## src/rtl/tca9539_pkg.sv

```systemverilog
// tca9539_pkg: shared widths, filter default and register map of the TCA9539 model.
package tca9539_pkg;
  localparam int TCA_WIDTH        = 16;
  localparam int TCA_FILT_DEFAULT = 4;
  typedef enum logic [7:0] {
    TCA_REG_IN0  = 8'h00,
    TCA_REG_IN1  = 8'h01,
    TCA_REG_OUT0 = 8'h02,
    TCA_REG_OUT1 = 8'h03,
    TCA_REG_POL0 = 8'h04,
    TCA_REG_POL1 = 8'h05,
    TCA_REG_CFG0 = 8'h06,
    TCA_REG_CFG1 = 8'h07
  } tca_reg_e;
endpackage

```

## src/rtl/tca9539_port_io_if.sv

```systemverilog
// tca9539_port_io_if: register-side bundle between the I2C register block and the pin stage.
interface tca9539_port_io_if import tca9539_pkg::*; #(parameter int WIDTH = TCA_WIDTH);
  logic [WIDTH-1:0] out_val;
  logic [WIDTH-1:0] polarity;
  logic [WIDTH-1:0] cfg;
  logic             rd_in;
  logic [WIDTH-1:0] input_val;
  logic             int_n;
  modport master (output out_val, polarity, cfg, rd_in, input input_val, int_n);
  modport slave  (input out_val, polarity, cfg, rd_in, output input_val, int_n);
endinterface

```

## src/rtl/tca9539_input_filter.sv

```systemverilog
// tca9539_input_filter: one pin's two-flop synchroniser plus run-length glitch filter.
module tca9539_input_filter #(
  parameter int FILT_CYCLES = 4
) (
  input  logic clk,
  input  logic rst_n,
  input  logic i_pin,
  output logic o_filt
);
  localparam int CW = $clog2(FILT_CYCLES) + 1;
  logic          r_s1, r_s2, r_filt;
  logic [CW-1:0] r_cnt;
  always_ff @(posedge clk or negedge rst_n) begin
    if (!rst_n) begin
      r_s1   <= 1'b0;
      r_s2   <= 1'b0;
      r_filt <= 1'b0;
      r_cnt  <= '0;
    end else begin
      r_s1 <= i_pin;
      r_s2 <= r_s1;
      if (r_s2 == r_filt) begin
        r_cnt <= '0;
      end else if (r_cnt == CW'(FILT_CYCLES - 1)) begin
        r_filt <= r_s2;
        r_cnt  <= '0;
      end else begin
        r_cnt <= r_cnt + 1'b1;
      end
    end
  end
  assign o_filt = r_filt;
endmodule

```

## src/rtl/tca9539_port_io.sv

```systemverilog
// tca9539_port_io: pin drive registers, filtered input readback and clear-on-read interrupt.
module tca9539_port_io import tca9539_pkg::*; #(
  parameter int WIDTH       = TCA_WIDTH,
  parameter int FILT_CYCLES = TCA_FILT_DEFAULT
) (
  input  logic                   clk,
  input  logic                   rst_n,
  tca9539_port_io_if.slave       bus,
  input  logic [WIDTH-1:0]       i_pin_in,
  output logic [WIDTH-1:0]       o_pin_out,
  output logic [WIDTH-1:0]       o_pin_oe
);
  logic [WIDTH-1:0] w_filt;
  logic [WIDTH-1:0] r_snap, r_input_val, r_pin_out, r_pin_oe;
  logic             r_int_n;
  for (genvar i = 0; i < WIDTH; i++) begin : g_bit
    tca9539_input_filter #(.FILT_CYCLES(FILT_CYCLES)) u_filt (
      .clk    (clk),
      .rst_n  (rst_n),
      .i_pin  (i_pin_in[i]),
      .o_filt (w_filt[i])
    );
  end
  // snapshot takes the pre-update filt, so an edge landing on a read cycle still interrupts next cycle
  always_ff @(posedge clk or negedge rst_n) begin
    if (!rst_n) begin
      r_pin_out   <= '0;
      r_pin_oe    <= '0;
      r_input_val <= '0;
      r_snap      <= '0;
      r_int_n     <= 1'b1;
    end else begin
      r_pin_out   <= bus.out_val;
      r_pin_oe    <= ~bus.cfg;
      r_input_val <= w_filt ^ bus.polarity;
      r_snap      <= bus.rd_in ? w_filt : r_snap;
      r_int_n     <= bus.rd_in | ~|((w_filt ^ r_snap) & bus.cfg);
    end
  end
  assign o_pin_out     = r_pin_out;
  assign o_pin_oe      = r_pin_oe;
  assign bus.input_val = r_input_val;
  assign bus.int_n     = r_int_n;
endmodule
```

## src/flat_wrapper.sv

```systemverilog
// flat-port wrapper written by rule: the top's interface ports become plain ports
module tca9539_port_io_flat import tca9539_pkg::*;
#(
  parameter int WIDTH       = TCA_WIDTH,
  parameter int FILT_CYCLES = TCA_FILT_DEFAULT
)
  (clk, rst_n, i_pin_in, o_pin_out, o_pin_oe, bus_out_val, bus_polarity, bus_cfg, bus_rd_in, bus_input_val, bus_int_n);
  tca9539_port_io_if #(.WIDTH(WIDTH)) bus_i ();
  input  logic clk;
  input  logic rst_n;
  input  logic [WIDTH-1:0] i_pin_in;
  output logic [WIDTH-1:0] o_pin_out;
  output logic [WIDTH-1:0] o_pin_oe;
  input wire logic [$bits(bus_i.out_val)-1:0] bus_out_val;
  input wire logic [$bits(bus_i.polarity)-1:0] bus_polarity;
  input wire logic [$bits(bus_i.cfg)-1:0] bus_cfg;
  input wire logic [$bits(bus_i.rd_in)-1:0] bus_rd_in;
  output wire logic [$bits(bus_i.input_val)-1:0] bus_input_val;
  output wire logic [$bits(bus_i.int_n)-1:0] bus_int_n;
  assign bus_i.out_val = bus_out_val;
  assign bus_i.polarity = bus_polarity;
  assign bus_i.cfg = bus_cfg;
  assign bus_i.rd_in = bus_rd_in;
  assign bus_input_val = bus_i.input_val;
  assign bus_int_n = bus_i.int_n;
  tca9539_port_io #(.WIDTH(WIDTH), .FILT_CYCLES(FILT_CYCLES)) u_core (.clk(clk), .rst_n(rst_n), .bus(bus_i), .i_pin_in(i_pin_in), .o_pin_out(o_pin_out), .o_pin_oe(o_pin_oe));
endmodule
```

## config.mk

```make
export PLATFORM = sky130hd
export DESIGN_NAME = tca9539_port_io_flat
export DESIGN_NICKNAME = d
export VERILOG_FILES = /design/src/rtl/tca9539_pkg.sv /design/src/rtl/tca9539_port_io_if.sv /design/src/rtl/tca9539_input_filter.sv /design/src/rtl/tca9539_port_io.sv /design/src/flat_wrapper.sv
export SDC_FILE = /design/constraint.sdc
export NUM_CORES = 1
export LEC_CHECK = 0
export BUFFER_PORTS_ARGS = -buffer_cell sky130_fd_sc_hd__buf_2
export CAP_MARGIN = 25
export CORE_MARGIN = 2
export CORE_UTILIZATION = 25
export CTS_BUF_LIST = sky130_fd_sc_hd__clkbuf_8 sky130_fd_sc_hd__clkbuf_16
export CTS_CLUSTER_DIAMETER = 120
export DETAILED_ROUTE_END_ITERATION = 10
export PLACE_DENSITY = 0.5
export SLEW_MARGIN = 15
export SYNTH_ARGS = -nofsm -noshare
export SYNTH_HDL_FRONTEND = slang
export SYNTH_HIERARCHICAL = 1
export SYNTH_SLANG_ARGS = --single-unit
```

## constraint.sdc

```tcl
create_clock -name clk -period 1.15 [get_ports clk]
set_clock_uncertainty 0.05 [all_clocks]
set_input_delay 0 -clock clk [delete_from_list [all_inputs] [get_ports clk]]
set_output_delay 0 -clock clk [all_outputs]
set_load 0.03 [all_outputs]
```

### Word-level counts from Yosys, hierarchy flattened

Cells that the tools add are included.
Widths: inputs -> output; s select.

* divide/modulo/power cells: 0
* $add $sub $neg: 16
* order comparisons: 0
* reductions and logical operators: 18
* shift-type cells: 0
* equality and inequality tests: 32
* multiplexer cells: 32
* bitwise logic cells: 21
* multipliers: 0

Operators by type and width (number)
* $mux 3: 32
* $add 3x1->3 const B: 16
* $eq 3x2->1 const B: 16
* $reduce_and 2->1: 16
* $xor 16x16->16: 2
* $and 16x16->16: 1
* $eq 1x1->1: 16
* $not 1->1: 16
* $not 16->16: 1
* $reduce_or 16->1: 1
* $logic_not 1->1: 1
* $or 1x1->1: 1

* memories: 0
* bits in latches: 0
* RAM bits: 0
* register bits: 161
* output and inout port bits: 49
* ROM bits: 0
* word-level logic and storage cells: 188

### Depth between registers and ports, before layout

Gate-level depths: netlist of the first run.

* depth after elaboration: 5
* mapped depth: 4

### Cells and area by module

Netlist of the first run, hierarchy kept.

By module, submodules not included
* tca9539_input_filter: sequential area each 150.1 um2, area an instance 216.5 um2, instances 16, cells each 13
* tca9539_port_io: sequential area each 1627.8 um2, area an instance 2234.6 um2, instances 1, cells each 141

### Worst setup path after synthesis of the first run

OpenSTA, ideal clock, no wires.

* path kind: register -> register
* from: register u_core.g_bit[4].u_filt.r_filt
* to: register u_core.r_int_n (netlist: u_core/bus.int_n)
* setup slack: -30 ps
* arrival time: 1069 ps
* buffers on the path: 0
* cell stages (with the launch flop): 5
* clock period less this slack: 1180 ps
* cell sequence: dfrtp_1 > xnor2_1 > o22ai_1 > nor4_2 > a31o_1

* longest elaborated chain between the ends: 5

RTL lines
* start: declaration: RTL line tca9539_input_filter.sv:11 `logic r_s1, r_s2, r_filt;`
* start signal: assignment: RTL line tca9539_input_filter.sv:25 `r_filt <= r_s2;`
* $xor 16x16->16: RTL line tca9539_port_io.sv:37 `r_int_n <= bus.rd_in | ~|((w_filt ^ r_snap) & bus.cfg);`
* $and 16x16->16: RTL line tca9539_port_io.sv:37
* $reduce_or 16->1: RTL line tca9539_port_io.sv:37
* $logic_not 1->1: RTL line tca9539_port_io.sv:37
* $or 1x1->1: RTL line tca9539_port_io.sv:37
* end signal: assignment: RTL line tca9539_port_io.sv:37
* end: declaration: RTL line tca9539_port_io.sv:15 `logic r_int_n;`

No other way between the ends.
A chain may end at the register's enable or synchronous reset.

### Final worst setup path of the first run

* from: register u_core.r_snap[7]
* to: register u_core.r_int_n (netlist: u_core/bus.int_n)

* longest elaborated chain between the ends: 5

RTL lines
* start: declaration: RTL line tca9539_port_io.sv:14 `logic [WIDTH-1:0] r_snap, r_input_val, r_pin_out, r_pin_oe;`
* start signal: assignment: RTL line tca9539_port_io.sv:36 `r_snap <= bus.rd_in ? w_filt : r_snap;`
* $xor 16x16->16: RTL line tca9539_port_io.sv:37
* $and 16x16->16: RTL line tca9539_port_io.sv:37
* $reduce_or 16->1: RTL line tca9539_port_io.sv:37
* $logic_not 1->1: RTL line tca9539_port_io.sv:37
* $or 1x1->1: RTL line tca9539_port_io.sv:37

No other way between the ends.

==> results.py, run 1 <==
metrics = {
    "placement": {
        "placed_area_um2": 7000,
        "pre_cts_slack_ns": -0.160,
        "placed_cells": 789,
        "dp.final_hpwl_um": 7980,
        "io_buffer_count": 115,
        "globalplace.congestion": 0.689,
    },
    "critical_path": {
        "crit_buf_inv": 0,
        "crit_required_ns": 1.47,
        "crit_family": "flip-flops",
        "crit_arrival_ns": 1.59,
        "start_kind": "flip-flop",
        "slowest_delay_ns": 0.39,
        "crit_type": "reg2reg",
        "cp_max_fo": 2,
        "cp_cell_sequence": "xnor2_1, o22ai_2, nor4_2, a31o_1",
        "slowest_stage": "dfrtp_1",
        "critPathCaptureType": "flip-flop",
    },
    "synth": {
        "synthCells": 349,
        "synth.cell_area_um2": 5700,
        "yosysSeqAreaShare": 0.707,
        "synth_fp_nets": 432,
        "avgSynthCellArea_um2": 16.3,
        "synthDistinctLibCells": 15,
        "synth_warnings": 6,
        "ys_seq_elements": 161,
    },
    "detailed_routing": {
        "drtPass1Iterations": 2,
        "routedWlPerCell_um": 13.3,
        "drc_errors": 0,
        "wl_um": 12200,
        "initialDrtViolationCount": 145,
        "ant_nets": 0,
        "dr_total_vias": 3603,
        "viasPerCell": 3.94,
    },
    "finish": {
        "final_nets": 700,
        "final_area_um2": 8910,
        "fillers": 2040,
        "multiInputGateArea_um2": 1980,
        "area_growth_pct": 56.4,
        "fin_cells": 915,
        "antenna_cells": 0,
        "seq_area_um2": 4030,
        "drive_above_1_share": 0.525,
        "final_common_cell": "dfrtp_1",
        "layout_common_cells": "dfrtp_1 (160), buf_2 (113), dlygate4sd3_1 (66), buf_4 (60), xor2_1 (20)",
    },
    "floorplan": {
        "start_util": 0.253,
        "coreArea_um2": 22500,
        "dieWidth_um": 155,
        "io_pins": 116,
        "dieArea_um2": 24000,
        "die_h_um": 155,
        "row_count": 55,
    },
    "timing": {
        "max_freq_mhz": 785,
        "rsz0062_at_grt": "yes",
        "hold_ws_ns": -0.0126,
        "worst_slack_ns": -0.124,
        "setup_viol": 14,
        "fin_crit_sh": 1.11,
        "hold_viol": 17,
        "worst-slew-pin-transition_ns": 0.364,
        "finalMaxSlewViolations": 0,
        "period_minus_slack_ns": 1.27,
        "maxSlewHeadroom": 0.758,
    },
    "clock_network": {
        "cts_tree": "done",
        "path_clk_slew_ns": 0.07,
        "cts_buffers": 17,
        "cts_sinks": 161,
        "htreeDepth": 4,
        "clockRootBuffer": "clkbuf_16",
        "cts_hold_buffers": 66,
        "cts.path.max_buffers": 2,
        "clk_latency_ns": 0.42,
    },
    "status": {
        "status": "finished with violations",
        "violations": "negative hold slack, negative setup slack",
    },
    "global_route": {
        "grt_max_degree": 34,
        "antenna_found_initial": 0,
        "grt_util_all_layers": 0.105,
        "grt_pass1_vias": 3997,
        "grt_pass1_wl_um": 19300,
        "grt_overflow": 0,
    },
    "power_and_ir_drop": {
        "ir_drop_v": 0.000894,
        "finalPower_w": 0.0209,
        "power_density_nw_per_um2": 2340,
        "leakagePower_nw": 4.21,
    },
    "hold_path": {
        "hp-class": "in2async",
    },
    "flow_run": {
        "cap_violations": 0,
    },
}
==> worst paths after layout <==
check	cells past startpoint	slack, ns	to	start
worst min register to register	0	0.30	u_core/g_bit[8].u_filt/r_s2$_DFF_PN0_	u_core/g_bit[8].u_filt/r_s1$_DFF_PN0_
worst max register to register	4	-0.12	u_core/bus.int_n$_DFF_PN1_	u_core/r_snap[7]$_DFFE_PN0P_
worst min-delay path	2	-0.01	u_core/o_pin_out[0]$_DFF_PN0_	rst_n
worst max-delay path	4	-0.12	u_core/bus.int_n$_DFF_PN1_	u_core/r_snap[7]$_DFFE_PN0P_
min in group clk	2	0.16	u_core/o_pin_out[4]$_DFF_PN0_	bus_out_val[4]
max in group asynchronous	3	0.53	u_core/r_snap[9]$_DFFE_PN0P_	rst_n
==> logic make-up after synthesis <==
group / after synthesis / share of synthesized area
flip-flops: 161 / 0.707
AND/OR/NAND/NOR: 65 / 0.0971
XOR/XNOR: 48 / 0.0738
multiplexers: 32 / 0.0632
buffers and inverters: 18 / 0.0123
adder cells (fa/ha/maj): 16 / 0.0351
AO/OA/AOI/OAI: 9 / 0.0112
==> layout make-up <==
cell class	instances	share of cell area
clock buffer	19	0.0508
inverter	16	0.00674
multi-input combinational	170	0.223
clock inverter	13	0.0195
timing repair buffer	251	0.208
tap	285	0.0400
sequential	161	0.452
==> cell usage after synthesis <==
| master | instances | area, um^2 |
|---|---|---|
| a221oi_1 | 2 | 17.5 |
| nor3b_1 | 32 | 240 |
| nor2b_4 | 16 | 220 |
| xor2_1 | 20 | 175 |
| buf_2 | 2 | 10.0 |
| dfstp_2 | 1 | 26.3 |
| a31o_1 | 1 | 8.76 |
| mux2_2 | 32 | 360 |
| xnor2_1 | 28 | 245 |
| nor3_1 | 16 | 80.1 |
| nor4_2 | 1 | 12.5 |
| dfrtp_1 | 160 | 4000 |
| ha_1 | 16 | 200 |
| o22ai_1 | 6 | 37.5 |
| inv_1 | 16 | 60.1 |
==> report_power, final <==
part	total [W]	leakage (nW)	switching (W)	internal, W
Sequential	0.00783	1.96	0.000745	0.00709
Clock	0.00594	0.302	0.00237	0.00357
Combinational	0.00709	1.94	0.00322	0.00386
==> per-stage QoR <==
step           hold slack, ns  setup TNS (ns)   util
3_3_place_gp           -0.122          -0.143  0.311
3_5_place_dp           -0.117          -0.616  0.311
6_report              -0.0126          -0.400  0.396
5_1_grt              -0.00752           -1.47  0.396
2_1_floorplan          -0.346        -0.00530      -
4_1_cts               -0.0160          -0.291  0.380
==> state kept, by name, indices dropped and copies added (netlist names) <==
register and flops:
u_core/g_bit.u_filt/r_s2 16, u_core/r_snap 16, u_core/g_bit.u_filt/r_s1 16, u_core/g_bit.u_filt/o_filt 16
u_core/o_pin_oe 16, u_core/bus.input_val 16, u_core/bus.int_n 1, u_core/o_pin_out 16
u_core/g_bit.u_filt/r_cnt 48
==> worst reg2reg max path: cells and delay by family (launching register included) <==
kind / cells / cell delay (ns)
AO/OA/AOI/OAI: 2 / 0.29
XOR/XNOR: 1 / 0.20
flip-flops: 1 / 0.39
AND/OR/NAND/NOR: 1 / 0.30
==> layer usage <==
layer	track usage	wire length (um)	up-vias
li1	-	-	1710
met5	0	0	-
met4	0.0317	129	0
met3	0.0382	555	10
met1	0.121	5110	1802
met2	0.182	6370	81
==> repair_timing <==
item                       CTS  global route
pin swaps                   19            11
buffers inserted            19             9
setup endpoints to repair   35            53
resized for setup           37            50
hold endpoints to repair   241            15
Power figures use the tool's default switching activity.
==> inputs of run 2 (changes only) <==
--- a/config.mk
+++ b/config.mk
@@ -5,6 +5,7 @@
 export SDC_FILE = /design/constraint.sdc
 export NUM_CORES = 1
 export LEC_CHECK = 0
+export ABC_AREA = 1
 export BUFFER_PORTS_ARGS = -buffer_cell sky130_fd_sc_hd__buf_2
 export CAP_MARGIN = 25
 export CORE_MARGIN = 2
==> results.py, run 2 <==
metrics = {
    "critical_path": {
        "timing.rr.end": "u_core/bus.int_n$_DFF_PN1_",
        "critPathCaptureType": "primary output",
        "startpoint": "u_core/bus.int_n$_DFF_PN1_",
        "crit_arrival_ns": 1.07,
        "slowest_delay_ns": 0.52,
        "start_kind": "flip-flop",
        "cp_cell_sequence": "buf_6",
        "cp-endpoint": "bus_int_n",
        "crit_family": "flip-flops",
        "crit_cells": 1,
        "r2r_slack_ns": 0.07,
        "cp_max_fo": 1,
        "crit_type": "reg2out",
        "crit_buf_inv": 1,
        "slowest_stage": "dfstp_2",
        "crit_required_ns": 1.10,
        "reg2reg_from": "u_core/g_bit[11].u_filt/o_filt$_DFFE_PN0P_",
        "ff2ff_path_depth": 7,
    },
    "synth": {
        "ys_seq_elements": 161,
        "yosysMostFrequentCell": "nand2_1",
        "synth_edf_count": 0,
        "synthCells": 631,
        "synthDistinctLibCells": 13,
        "avgSynthCellArea_um2": 9.78,
        "synth_fp_nets": 714,
        "yosysSeqAreaShare": 0.653,
        "ys_top_cells_by_area": "dfrtp_1 (65%), nand2_1 (11%), inv_1 (6.5%), nand2_2 (4.9%), nor2_1 (4.8%)",
        "yosys-top-cells-count": "nand2_1 (176), dfrtp_1 (160), inv_1 (107), nor2_1 (79), nand2_2 (48)",
        "synth_top_area_cell": "dfrtp_1",
        "ys.flop_type": "dfrtp_1",
        "synth.cell_area_um2": 6170,
        "synth_top_area_frac": 0.649,
        "synth_warnings": 6,
        "async_flop_share": 1.00,
    },
    "timing": {
        "period_minus_slack_ns": 1.12,
        "maxSlewHeadroom": 0.698,
        "worst-slew-pin-transition_ns": 0.453,
        "hold_ws_ns": -0.0347,
        "fin_crit_sh": 0.976,
        "worst_slack_ns": 0.0278,
        "finalMaxSlewViolations": 0,
        "fin_tns_setup_ns": 0,
        "setup_viol": 0,
        "max_freq_mhz": 891,
        "hold_viol": 21,
        "rsz0062_at_grt": "yes",
    },
    "clock_network": {
        "cts_tree": "done",
        "cts_sinks": 161,
        "cts_hold_buffers": 66,
        "clk_latency_ns": 0.43,
        "cts.path.max_buffers": 2,
        "cts_buffers": 17,
        "clockRootBuffer": "clkbuf_16",
        "htreeDepth": 4,
        "path_clk_slew_ns": 0.07,
    },
    "status": {
        "status": "finished with violations",
        "violations": "negative hold slack",
    },
    "finish": {
        "drive_above_1_share": 0.259,
        "largest_register_ffs": 48,
        "fin_cells": 1189,
        "area_growth_pct": 40.9,
        "largest_register": "u_core/g_bit.u_filt/r_cnt",
        "final_nets": 934,
        "layout_common_cells": "nand2_1 (175), dfrtp_1 (160), buf_2 (113), inv_1 (107), nor2_1 (77)",
        "final_common_cell": "nand2_1",
    },
    "power_and_ir_drop": {
        "power_density_nw_per_um2": 2190,
        "leakagePower_nw": 4.51,
        "ir_drop_v": 0.000762,
        "finalPower_w": 0.0191,
    },
    "detailed_routing": {
        "wl_um": 12600,
        "wl_met1_um": 5820,
        "dr_total_vias": 4391,
        "initialDrtViolationCount": 194,
        "dr_wl_met3_um": 503,
        "drtPass1Iterations": 4,
        "top_layer_used": "met4",
        "met2_length_um": 6090,
        "viasPerCell": 3.69,
        "drc_errors": 0,
        "ant_nets": 0,
        "routedWlPerCell_um": 10.6,
    },
    "global_route": {
        "grt_util_all_layers": 0.104,
        "grt_overflow": 0,
        "grt_pass1_vias": 4372,
        "grt_max_degree": 40,
        "antenna_found_initial": 1,
        "grt_pass1_wl_um": 21000,
    },
    "floorplan": {
        "row_count": 57,
        "dieArea_um2": 26000,
        "io_pins": 116,
        "dieWidth_um": 161,
        "start_util": 0.254,
        "die_h_um": 161,
        "coreArea_um2": 24200,
    },
    "placement": {
        "io_buffer_count": 115,
        "placed_cells": 1090,
        "globalplace.congestion": 0.688,
        "dp.final_hpwl_um": 8820,
        "pre_cts_slack_ns": 0.0682,
    },
    "flow_run": {
        "cap_violations": 0,
    },
    "hold_path": {
        "hp-class": "in2async",
    },
}
[run 2: cell count changes after synthesis, sizes merged, moves of 16 or more]
| cell | previous run | this run |
|---|---|---|
| xnor2 | 28 | 0 |
| nor3b | 32 | 0 |
| nor2 | 0 | 80 |
| nor3 | 16 | 0 |
| nand2 | 0 | 224 |
| mux2 | 32 | 0 |
| nor2b | 16 | 0 |
| nand3 | 0 | 20 |
| inv | 16 | 107 |
[run 2: final cells by class]
class	instances	area, um^2
Timing Repair Buffer	204	1470
Inverter	107	402
Antenna cell	1	2.50
Clock inverter	15	218
Multi-Input combinational cell	360	1740
Clock buffer	17	425
Fill cell	2489	15600
Tap cell	324	405
Sequential cell	161	4030
[run 2: what timing repair did]
item                       4_1_cts  5_1_grt
setup buffers                    0        0
gates resized for setup          2        6
setup endpoints to repair        1        2
pin swaps                        0        3
hold endpoints to repair       242       20
[run 2: report_power, final]
part / internal, W / switching (W)
clock: 0.00384 / 0.00233
combinational: 0.00212 / 0.00314
sequential: 0.00697 / 0.000667
[run 2: logic make-up after synthesis]
logic type               count (synthesis)  share of synthesized area
AND/OR/NAND/NOR                        324                      0.221
flip-flops                             161                      0.653
buffers and inverters                  110                     0.0673
XOR/XNOR                                16                     0.0227
adder cells (fa/ha/maj)                 16                     0.0324
AO/OA/AOI/OAI                            4                    0.00324
[run 2: how the worst min path moves through the flow]
stage	start	to	slack, ns	cells past startpoint
3_5_place_dp	rst_n	u_core/g_bit[6].u_filt/r_s1$_DFF_PN0_	-0.14	1
4_1_cts	rst_n	u_core/bus.input_val[6]$_DFF_PN0_	-0.05	2
6_report	rst_n	u_core/bus.input_val[6]$_DFF_PN0_	-0.03	2
5_1_grt	rst_n	u_core/bus.input_val[6]$_DFF_PN0_	-0.02	2
3_3_place_gp	rst_n	u_core/g_bit[6].u_filt/r_s1$_DFF_PN0_	-0.15	1
2_1_floorplan	rst_n	u_core/bus.input_val[0]$_DFF_PN0_	-0.35	0
[run 2: per-layer routing]
metal / global-route usage / vias up
li1: - / 2295
met1: 0.128 / 2009
met2: 0.173 / 73
met3: 0.0295 / 14
met4: 0.0414 / 0
met5: 0 / -
[run 2: through the flow]
stage               area, um^2   util
detailed placement        7370  0.304
floorplan                 6170      -
finish                    8690  0.358
CTS                       8680  0.358
global placement          7370  0.304
global route              8690  0.358
